===== config.mk =====
export PLATFORM = sky130hd
export DESIGN_NAME = led_cycle_ctrl_flat
export DESIGN_NICKNAME = d
export VERILOG_FILES = /design/src/rtl/led_ctrl_pkg.sv /design/src/rtl/led_cycle_ctrl_if.sv /design/src/rtl/button_debounce.sv /design/src/rtl/led_cycle_ctrl.sv /design/src/flat_wrapper.sv
export SDC_FILE = /design/constraint.sdc
export NUM_CORES = 1
export LEC_CHECK = 0
export ABC_AREA = 0
export BUFFER_PORTS_ARGS = -buffer_cell sky130_fd_sc_hd__buf_2
export CAP_MARGIN = 5
export CELL_PAD_IN_SITES_DETAIL_PLACEMENT = 1
export CELL_PAD_IN_SITES_GLOBAL_PLACEMENT = 1
export CORE_MARGIN = 5
export CORE_UTILIZATION = 52
export DETAILED_ROUTE_END_ITERATION = 6
export PLACE_DENSITY = 0.83
export SETUP_SLACK_MARGIN = 0.1
export SYNTH_ARGS = -nofsm -noshare
export SYNTH_HDL_FRONTEND = slang
export SYNTH_SLANG_ARGS = --single-unit

===== constraint.sdc =====
create_clock -name clk -period 10.2 [get_ports clk]
set_clock_uncertainty 0.2 [all_clocks]
set_input_delay 1.53 -clock clk [delete_from_list [all_inputs] [get_ports clk]]
set_output_delay 1.53 -clock clk [all_outputs]
set_load 0.01 [all_outputs]

===== src/rtl/led_ctrl_pkg.sv =====
// Shared types, button indices and the duty-pattern generator for the LED cycle controller.
package led_ctrl_pkg;

    typedef enum logic [1:0] {
        COMET   = 2'd0,
        SINGLE  = 2'd1,
        BAR     = 2'd2,
        BREATHE = 2'd3
    } mode_e;

    typedef enum logic {
        IDLE  = 1'b0,
        WRITE = 1'b1
    } state_e;

    localparam int BTN_SLOWER = 0;
    localparam int BTN_FASTER = 1;
    localparam int BTN_PAUSE  = 2;
    localparam int BTN_MODE   = 3;
    localparam int BTN_REV    = 4;
    localparam int NUM_BTNS   = 5;
    localparam int NUM_LEDS   = 16;

    // Duty for LED a given the frame snapshot; the comet tail trails behind the head.
    function automatic logic [7:0] pattern_duty(mode_e m, logic [3:0] p, logic [3:0] a, logic rev);
        logic [3:0] d;
        logic [7:0] duty;
        d    = rev ? (a - p) : (p - a);
        duty = 8'd0;
        case (m)
            COMET: begin
                if (d < 4'd4) begin
                    duty = 8'hFF >> d;
                end else begin
                    duty = 8'd0;
                end
            end
            SINGLE:  duty = (a == p) ? 8'hFF : 8'h00;
            BAR:     duty = (a <= p) ? 8'hFF : 8'h00;
            BREATHE: duty = {p, p};
            default: duty = 8'd0;
        endcase
        return duty;
    endfunction

endpackage


===== src/rtl/led_cycle_ctrl_if.sv =====
// Valid/ready write port from the controller into the PWM duty register bank.
interface led_cycle_ctrl_if #(
    parameter int DUTY_W = 8
);
    logic              wr_valid;
    logic              wr_ready;
    logic [3:0]        wr_addr;
    logic [DUTY_W-1:0] wr_data;

    modport master (output wr_valid, output wr_addr, output wr_data, input wr_ready);
    modport slave  (input wr_valid, input wr_addr, input wr_data, output wr_ready);
endinterface


===== src/rtl/button_debounce.sv =====
// One button: 2-FF synchronizer, stability counter and a single-cycle press pulse on debounced 0->1.
module button_debounce #(
    parameter int DEBOUNCE_CYC = 500000
) (
    input  logic clk,
    input  logic rst,
    input  logic btn_raw,
    output logic press
);
    localparam int CNT_W = $clog2(DEBOUNCE_CYC + 1);

    logic             sync1_q, sync2_q;
    logic             state_q, state_d;
    logic             press_q, press_d;
    logic [CNT_W-1:0] cnt_q, cnt_d;

    // Synchronizer, debounced state, stability counter and press pulse registers.
    always_ff @(posedge clk) begin
        if (rst) begin
            sync1_q <= 1'b0;
            sync2_q <= 1'b0;
            state_q <= 1'b0;
            press_q <= 1'b0;
            cnt_q   <= '0;
        end else begin
            sync1_q <= btn_raw;
            sync2_q <= sync1_q;
            state_q <= state_d;
            press_q <= press_d;
            cnt_q   <= cnt_d;
        end
    end

    // Any agreeing sample restarts the count, so only an unbroken run flips the state.
    always_comb begin
        state_d = state_q;
        cnt_d   = '0;
        press_d = 1'b0;
        if (sync2_q != state_q) begin
            if (cnt_q == CNT_W'(DEBOUNCE_CYC - 1)) begin
                state_d = ~state_q;
                cnt_d   = '0;
            end else begin
                state_d = state_q;
                cnt_d   = cnt_q + 1'b1;
            end
        end else begin
            state_d = state_q;
            cnt_d   = '0;
        end
        press_d = state_d & ~state_q;
    end

    assign press = press_q;

endmodule


===== src/rtl/led_cycle_ctrl.sv =====
// LED cycle controller: button commands, step timer and the 16-entry duty frame writer.
module led_cycle_ctrl
    import led_ctrl_pkg::*;
#(
    parameter int DEBOUNCE_CYC = 500000,
    parameter int STEP_BASE    = 1000000,
    parameter int NUM_SPEEDS   = 5,
    parameter int DUTY_W       = 8
) (
    input  logic                    clk,
    input  logic                    rst,
    input  logic [NUM_BTNS-1:0]     buttons,
    led_cycle_ctrl_if.master        wr,
    output logic                    busy,
    output logic [2:0]              speed_level,
    output logic [1:0]              mode,
    output logic                    paused,
    output logic                    dir,
    output logic [3:0]              pos
);
    localparam int         CNT_W     = $clog2(STEP_BASE * NUM_SPEEDS + 1);
    localparam logic [2:0] SPEED_MAX = 3'(NUM_SPEEDS - 1);
    localparam logic [3:0] LAST_ADDR = 4'(NUM_LEDS - 1);

    logic [NUM_BTNS-1:0] press_s;
    logic                tick_s, frame_req_s, load_s;
    logic [CNT_W-1:0]    period_m1_s;

    logic [2:0]        speed_q, speed_d;
    logic              paused_q, paused_d;
    mode_e             mode_q, mode_d;
    logic              dir_q, dir_d;
    logic [3:0]        pos_q, pos_d;
    logic [CNT_W-1:0]  step_cnt_q, step_cnt_d;

    state_e            state_q, state_d;
    logic              pending_q, pending_d;
    logic [3:0]        addr_q, addr_d;
    logic [DUTY_W-1:0] data_q, data_d;
    mode_e             snap_mode_q, snap_mode_d;
    logic [3:0]        snap_pos_q, snap_pos_d;
    logic              snap_dir_q, snap_dir_d;

    for (genvar i = 0; i < NUM_BTNS; i++) begin : g_btn
        button_debounce #(.DEBOUNCE_CYC(DEBOUNCE_CYC)) u_debounce (
            .clk     (clk),
            .rst     (rst),
            .btn_raw (buttons[i]),
            .press   (press_s[i])
        );
    end

    assign period_m1_s = CNT_W'(STEP_BASE * (NUM_SPEEDS - int'(speed_q)) - 1);

    // Control and timer state registers.
    always_ff @(posedge clk) begin
        if (rst) begin
            speed_q    <= 3'd0;
            paused_q   <= 1'b0;
            mode_q     <= COMET;
            dir_q      <= 1'b0;
            pos_q      <= 4'd0;
            step_cnt_q <= '0;
        end else begin
            speed_q    <= speed_d;
            paused_q   <= paused_d;
            mode_q     <= mode_d;
            dir_q      <= dir_d;
            pos_q      <= pos_d;
            step_cnt_q <= step_cnt_d;
        end
    end

    // Step timer plus button commands; every command is applied independently in one cycle.
    always_comb begin
        speed_d    = speed_q;
        paused_d   = paused_q;
        mode_d     = mode_q;
        dir_d      = dir_q;
        pos_d      = pos_q;
        step_cnt_d = step_cnt_q;
        tick_s     = 1'b0;

        if (paused_q) begin
            step_cnt_d = step_cnt_q;
        end else if (step_cnt_q >= period_m1_s) begin
            step_cnt_d = '0;
            tick_s     = 1'b1;
        end else begin
            step_cnt_d = step_cnt_q + 1'b1;
        end

        // A real speed change restarts the period so the new rate takes effect cleanly.
        if (press_s[BTN_FASTER] && !press_s[BTN_SLOWER] && (speed_q != SPEED_MAX)) begin
            speed_d    = speed_q + 3'd1;
            step_cnt_d = '0;
        end else if (press_s[BTN_SLOWER] && !press_s[BTN_FASTER] && (speed_q != 3'd0)) begin
            speed_d    = speed_q - 3'd1;
            step_cnt_d = '0;
        end else begin
            speed_d = speed_q;
        end

        if (press_s[BTN_PAUSE]) begin
            paused_d = ~paused_q;
        end else begin
            paused_d = paused_q;
        end

        if (press_s[BTN_MODE]) begin
            mode_d = mode_e'(mode_q + 2'd1);
        end else begin
            mode_d = mode_q;
        end

        if (press_s[BTN_REV]) begin
            dir_d = ~dir_q;
        end else begin
            dir_d = dir_q;
        end

        if (tick_s) begin
            pos_d = dir_q ? (pos_q - 4'd1) : (pos_q + 4'd1);
        end else begin
            pos_d = pos_q;
        end

        frame_req_s = tick_s | press_s[BTN_MODE];
    end

    // Frame FSM state, write port and snapshot registers.
    always_ff @(posedge clk) begin
        if (rst) begin
            state_q     <= IDLE;
            pending_q   <= 1'b1;
            addr_q      <= 4'd0;
            data_q      <= '0;
            snap_mode_q <= COMET;
            snap_pos_q  <= 4'd0;
            snap_dir_q  <= 1'b0;
        end else begin
            state_q     <= state_d;
            pending_q   <= pending_d;
            addr_q      <= addr_d;
            data_q      <= data_d;
            snap_mode_q <= snap_mode_d;
            snap_pos_q  <= snap_pos_d;
            snap_dir_q  <= snap_dir_d;
        end
    end

    // Frame sequencing: snapshots take the post-update values so a triggering tick is shown.
    always_comb begin
        state_d     = state_q;
        pending_d   = pending_q;
        addr_d      = addr_q;
        snap_mode_d = snap_mode_q;
        snap_pos_d  = snap_pos_q;
        snap_dir_d  = snap_dir_q;
        load_s      = 1'b0;
        data_d      = '0;

        case (state_q)
            IDLE: begin
                if (frame_req_s || pending_q) begin
                    state_d = WRITE;
                    load_s  = 1'b1;
                end else begin
                    state_d = IDLE;
                end
            end
            WRITE: begin
                if (frame_req_s) begin
                    pending_d = 1'b1;
                end else begin
                    pending_d = pending_q;
                end
                if (wr.wr_ready) begin
                    if (addr_q == LAST_ADDR) begin
                        if (frame_req_s || pending_q) begin
                            load_s = 1'b1;
                        end else begin
                            state_d = IDLE;
                        end
                    end else begin
                        addr_d = addr_q + 4'd1;
                    end
                end else begin
                    addr_d = addr_q;
                end
            end
            default: state_d = IDLE;
        endcase

        if (load_s) begin
            addr_d      = 4'd0;
            pending_d   = 1'b0;
            snap_mode_d = mode_d;
            snap_pos_d  = pos_d;
            snap_dir_d  = dir_d;
        end else begin
            snap_mode_d = snap_mode_q;
        end

        if (state_d == WRITE) begin
            data_d = DUTY_W'(pattern_duty(snap_mode_d, snap_pos_d, addr_d, snap_dir_d));
        end else begin
            data_d = '0;
        end
    end

    assign wr.wr_valid  = (state_q == WRITE);
    assign wr.wr_addr   = addr_q;
    assign wr.wr_data   = data_q;
    assign busy         = (state_q == WRITE);
    assign speed_level  = speed_q;
    assign mode         = mode_q;
    assign paused       = paused_q;
    assign dir          = dir_q;
    assign pos          = pos_q;

endmodule


===== src/flat_wrapper.sv =====
// flat-port wrapper written by rule: the top's interface ports become plain ports
module led_cycle_ctrl_flat import led_ctrl_pkg::*;
#(
    parameter int DEBOUNCE_CYC = 500000,
    parameter int STEP_BASE    = 1000000,
    parameter int NUM_SPEEDS   = 5,
    parameter int DUTY_W       = 8
)
  (clk, rst, buttons, busy, speed_level, mode, paused, dir, pos, wr_wr_valid, wr_wr_addr, wr_wr_data, wr_wr_ready);
  led_cycle_ctrl_if #(.DUTY_W(DUTY_W)) wr_i ();
  input  logic clk;
  input  logic rst;
  input  logic [NUM_BTNS-1:0] buttons;
  output logic busy;
  output logic [2:0] speed_level;
  output logic [1:0] mode;
  output logic paused;
  output logic dir;
  output logic [3:0] pos;
  output wire logic [$bits(wr_i.wr_valid)-1:0] wr_wr_valid;
  output wire logic [$bits(wr_i.wr_addr)-1:0] wr_wr_addr;
  output wire logic [$bits(wr_i.wr_data)-1:0] wr_wr_data;
  input wire logic [$bits(wr_i.wr_ready)-1:0] wr_wr_ready;
  assign wr_wr_valid = wr_i.wr_valid;
  assign wr_wr_addr = wr_i.wr_addr;
  assign wr_wr_data = wr_i.wr_data;
  assign wr_i.wr_ready = wr_wr_ready;
  led_cycle_ctrl #(.DEBOUNCE_CYC(DEBOUNCE_CYC), .STEP_BASE(STEP_BASE), .NUM_SPEEDS(NUM_SPEEDS), .DUTY_W(DUTY_W)) u_core (.clk(clk), .rst(rst), .buttons(buttons), .wr(wr_i), .busy(busy), .speed_level(speed_level), .mode(mode), .paused(paused), .dir(dir), .pos(pos));
endmodule

==> metrics.cfg <==
[outcome]
status=finished, final reports clean

[global_routing]
grt_pass1_vias=7235
antenna_found_initial=0
grt_max_degree=51
grt_first_pass_wirelength_mm=34.40
grt_overflow=0
grtUsageTotal_pct=20.95

[layout]
drive_above_1_share_pct=8.468
antenna_cells=0
fin_cells=1271
nets=1109
area_growth_pct=10.27

[worst_setup_path]
reg2reg_setup_slack_ns=2.81
critPathLaunch=u_core.speed_level[1]
required_ns=10.31
r2r_start=u_core.speed_level[1]
path_max_fanout=10
cp-end-kind=flip-flop
cp.arrival_ns=7.49
cp_common_cell=ha_1
worst_setup_path_start_kind=flip-flop
slowest_delay_ns=0.52
cp_slowest_cell=or4_1
critPathKind=flip-flop to flip-flop

[min_path]
hp-start=u_core.g_btn[4].u_debounce.sync1_q
hold_class=flip-flop to flip-flop

[flow_run]
max_cap_viol_count=0

[logic_synthesis]
synth_top_area_cell=dfxtp_1
synth-simple-area-share_pct=25.49
ys_types=63
synth_top_family_by_area=simple AND/OR/NAND/NOR gates
synth-edff-count=0
syn_avg_cell_area_um2=8.692
yosys_warnings=0
syn-instance-count=1015
synth_fa_ha_area_share_pct=9.360
synth.area.mux_share_pct=2.539
synth_xor_area_share_pct=13.50
syn_nets=1086
synth_top_area_share_pct=38.35
syn_area_mm2=0.008822
synth-compound-area-share_pct=7.644
async_flop_share_pct=0
ys_seq_elements=169
ys_seq_area_share_pct=38.35
synth.area.top_cells=dfxtp_1, ha_1, xor2_1, nor2_1, xnor2_1
synth-main-ff-cell=dfxtp_1

[die]
dieArea_mm2=0.01967
initial_utilization_pct=53.01
ios=33
fp.dieW_um=140.3
die_h_um=140.3
core-area_mm2=0.01664
fp-row-count=47

[clocking]
cts_tree=built
cts_root_buffer=clkbuf_16
cts_buffers=17
clkLatencyLatePin_ns=0.43
cts_buffer_depth=2
clk_pin_slew_ns=0.06
ctsResizeCount=0
cts_setup_buffers=0
htree_levels=4
clock-sinks=169
hold_buffers=0

[route]
drtIter0Drc=304
wl_per_cell_um=15.54
post-route-drc-count=0
wl_mm=19.75
via_per_inst=5.428
vias=6899
dr.pass1.iters=4
postRouteAntennaNets=0

[place]
dpl.cell_count=1239
hpwl_mm=14.31
gp_congestion=0.8737
portBuffers=32

[sta]
setup_viol=0
worst_pin_slew_ns=0.7308
fin_crit_sh_pct=72.43
finalMaxSlewViolations=0
final_hold_viol_count=0
holdWs_ns=0.2469
relSlewSlack_pct=50.83
rsz0062_at_grt=false
clock.fmax_ghz=0.1354
finalSetupTns_ns=0
min_period_ns=7.387

[pwr]
peakVddDrop_mv=0.1293
power_density_mw_per_mm2=146.3
p_leak_nw=3.597

==> Yosys cell counts (8+ instances only) <==
cell / count
o21ai_0: 19
nand2_1: 69
nor3_1: 25
xor2_1: 77
and3_1: 17
dfxtp_1: 169
nand3_1: 45
xnor2_1: 59
nor2_1: 178
inv_1: 37
nand4_1: 35
ha_1: 58
clkbuf_1: 20
a21oi_1: 34
or3_1: 20
and4_1: 8
nor2b_1: 21
mux2i_1: 10
and2_1: 9
a21o_1: 8
==> per-layer routing <==
layer | GRT usage, % | routed length [um]
met1 | 25.47 | 9064
met2 | 36.52 | 9741
met3 | 4.840 | 544
met4 | 6.986 | 396
met5 | 0 | 0
==> final timing paths <==
| path | to | cells after the start |
|---|---|---|
| max | u_core.wr.wr_data[7] | 26 |
| min | u_core.g_btn[4].u_debounce.sync2_q | 1 |
| max reg2reg | u_core.wr.wr_data[7] | 26 |
| min reg2reg | u_core.g_btn[4].u_debounce.sync2_q | 1 |
==> critical path, delay by kind of cell (launching register included) <==
| kind | cells | cell delay (ns) |
|---|---|---|
| buffers and inverters | 3 | 0.44 |
| and+or+nand+nor | 9 | 1.87 |
| xor gates and xnor gates | 1 | 0.13 |
| adders and majority gates | 5 | 1.81 |
| DFF | 1 | 0.48 |
| muxes | 1 | 0.46 |
| AOI/OAI and AO/OA | 7 | 1.86 |
==> sequential cells by signal, indices dropped and copies added, names as in the netlist <==
signal and count:
u_core.dir 1, u_core.step_cnt_q 23, u_core.wr.wr_addr 4, u_core.wr.wr_data 7, u_core.g_btn.u_debounce.sync1_q 5, u_core.mode 2, u_core.busy 1, u_core.pending_q 1
u_core.pos 4, u_core.paused 1, u_core.snap_mode_q 2, u_core.speed_level 3, u_core.g_btn.u_debounce.cnt_q 95, u_core.snap_dir_q 1, u_core.snap_pos_q 4, u_core.g_btn.u_debounce.press 5
u_core.g_btn.u_debounce.sync2_q 5, u_core.g_btn.u_debounce.state_q 5
==> metrics by stage <==
stage	area, um2	utilization [%]	worst slack [ns]	power (W)
CTS	9728	58.45	2.818	0.001440
floorplan	8822	-	3.424	0.0007665
global route	9728	58.45	2.275	0.001484
finish	9728	58.45	2.813	0.001423
detailed placement	9133	54.88	2.907	0.0007941
global placement	9133	54.88	3.146	0.0007896
==> where the power goes <==
part	internal [W]	leakage, nW	switching, W
sequential	0.000673	1.37	0.00000815
clock	0.000376	0.280	0.000268
combinational	0.0000382	1.95	0.0000595
total	0.00109	3.60	0.000336
==> area by class of cell <==
cell class	count	area [um2]
Clock inverter	12	138.9
Tap cell	220	275.3
Clock buffer	20	456.7
Timing Repair Buffer	33	167.7
Sequential cell	169	3383
Multi-Input combinational cell	779	5164
Inverter	38	142.6
Fill cell	1973	6914
==> cells in the final DEF (no fill, tap or decap), drive strengths merged, types with 4 or more instances in the layout <==
| cell | count |
|---|---|
| ha | 58 |
| or3 | 20 |
| nor2 | 179 |
| or2 | 8 |
| and4 | 8 |
| o21ai | 25 |
| a31oi | 5 |
| o211ai | 6 |
| nand4 | 35 |
| nor4b | 6 |
| a21oi | 35 |
| nand2 | 69 |
| and2 | 10 |
| xor2 | 77 |
| mux2i | 12 |
| and3 | 17 |
| nand3 | 46 |
| clkinvlp | 4 |
| dfxtp | 169 |
| nor2b | 21 |
| nand2b | 6 |
| clkbuf | 20 |
| buf | 33 |
| inv | 41 |
| fa | 5 |
| a21o | 8 |
| o31ai | 4 |
| nor3 | 26 |
| xnor2 | 59 |
| nor4 | 6 |
| a211oi | 4 |
==> cells by family after synthesis <==
logic type | after synthesis
AND/OR/NAND/NOR | 462
multiplexers | 17
flip-flops | 169
XOR/XNOR | 136
buffers and inverters | 67
adder cells (fa/ha/maj) | 63
AO/OA/AOI/OAI | 101
Note: power is estimated with default switching activity, not from simulation.
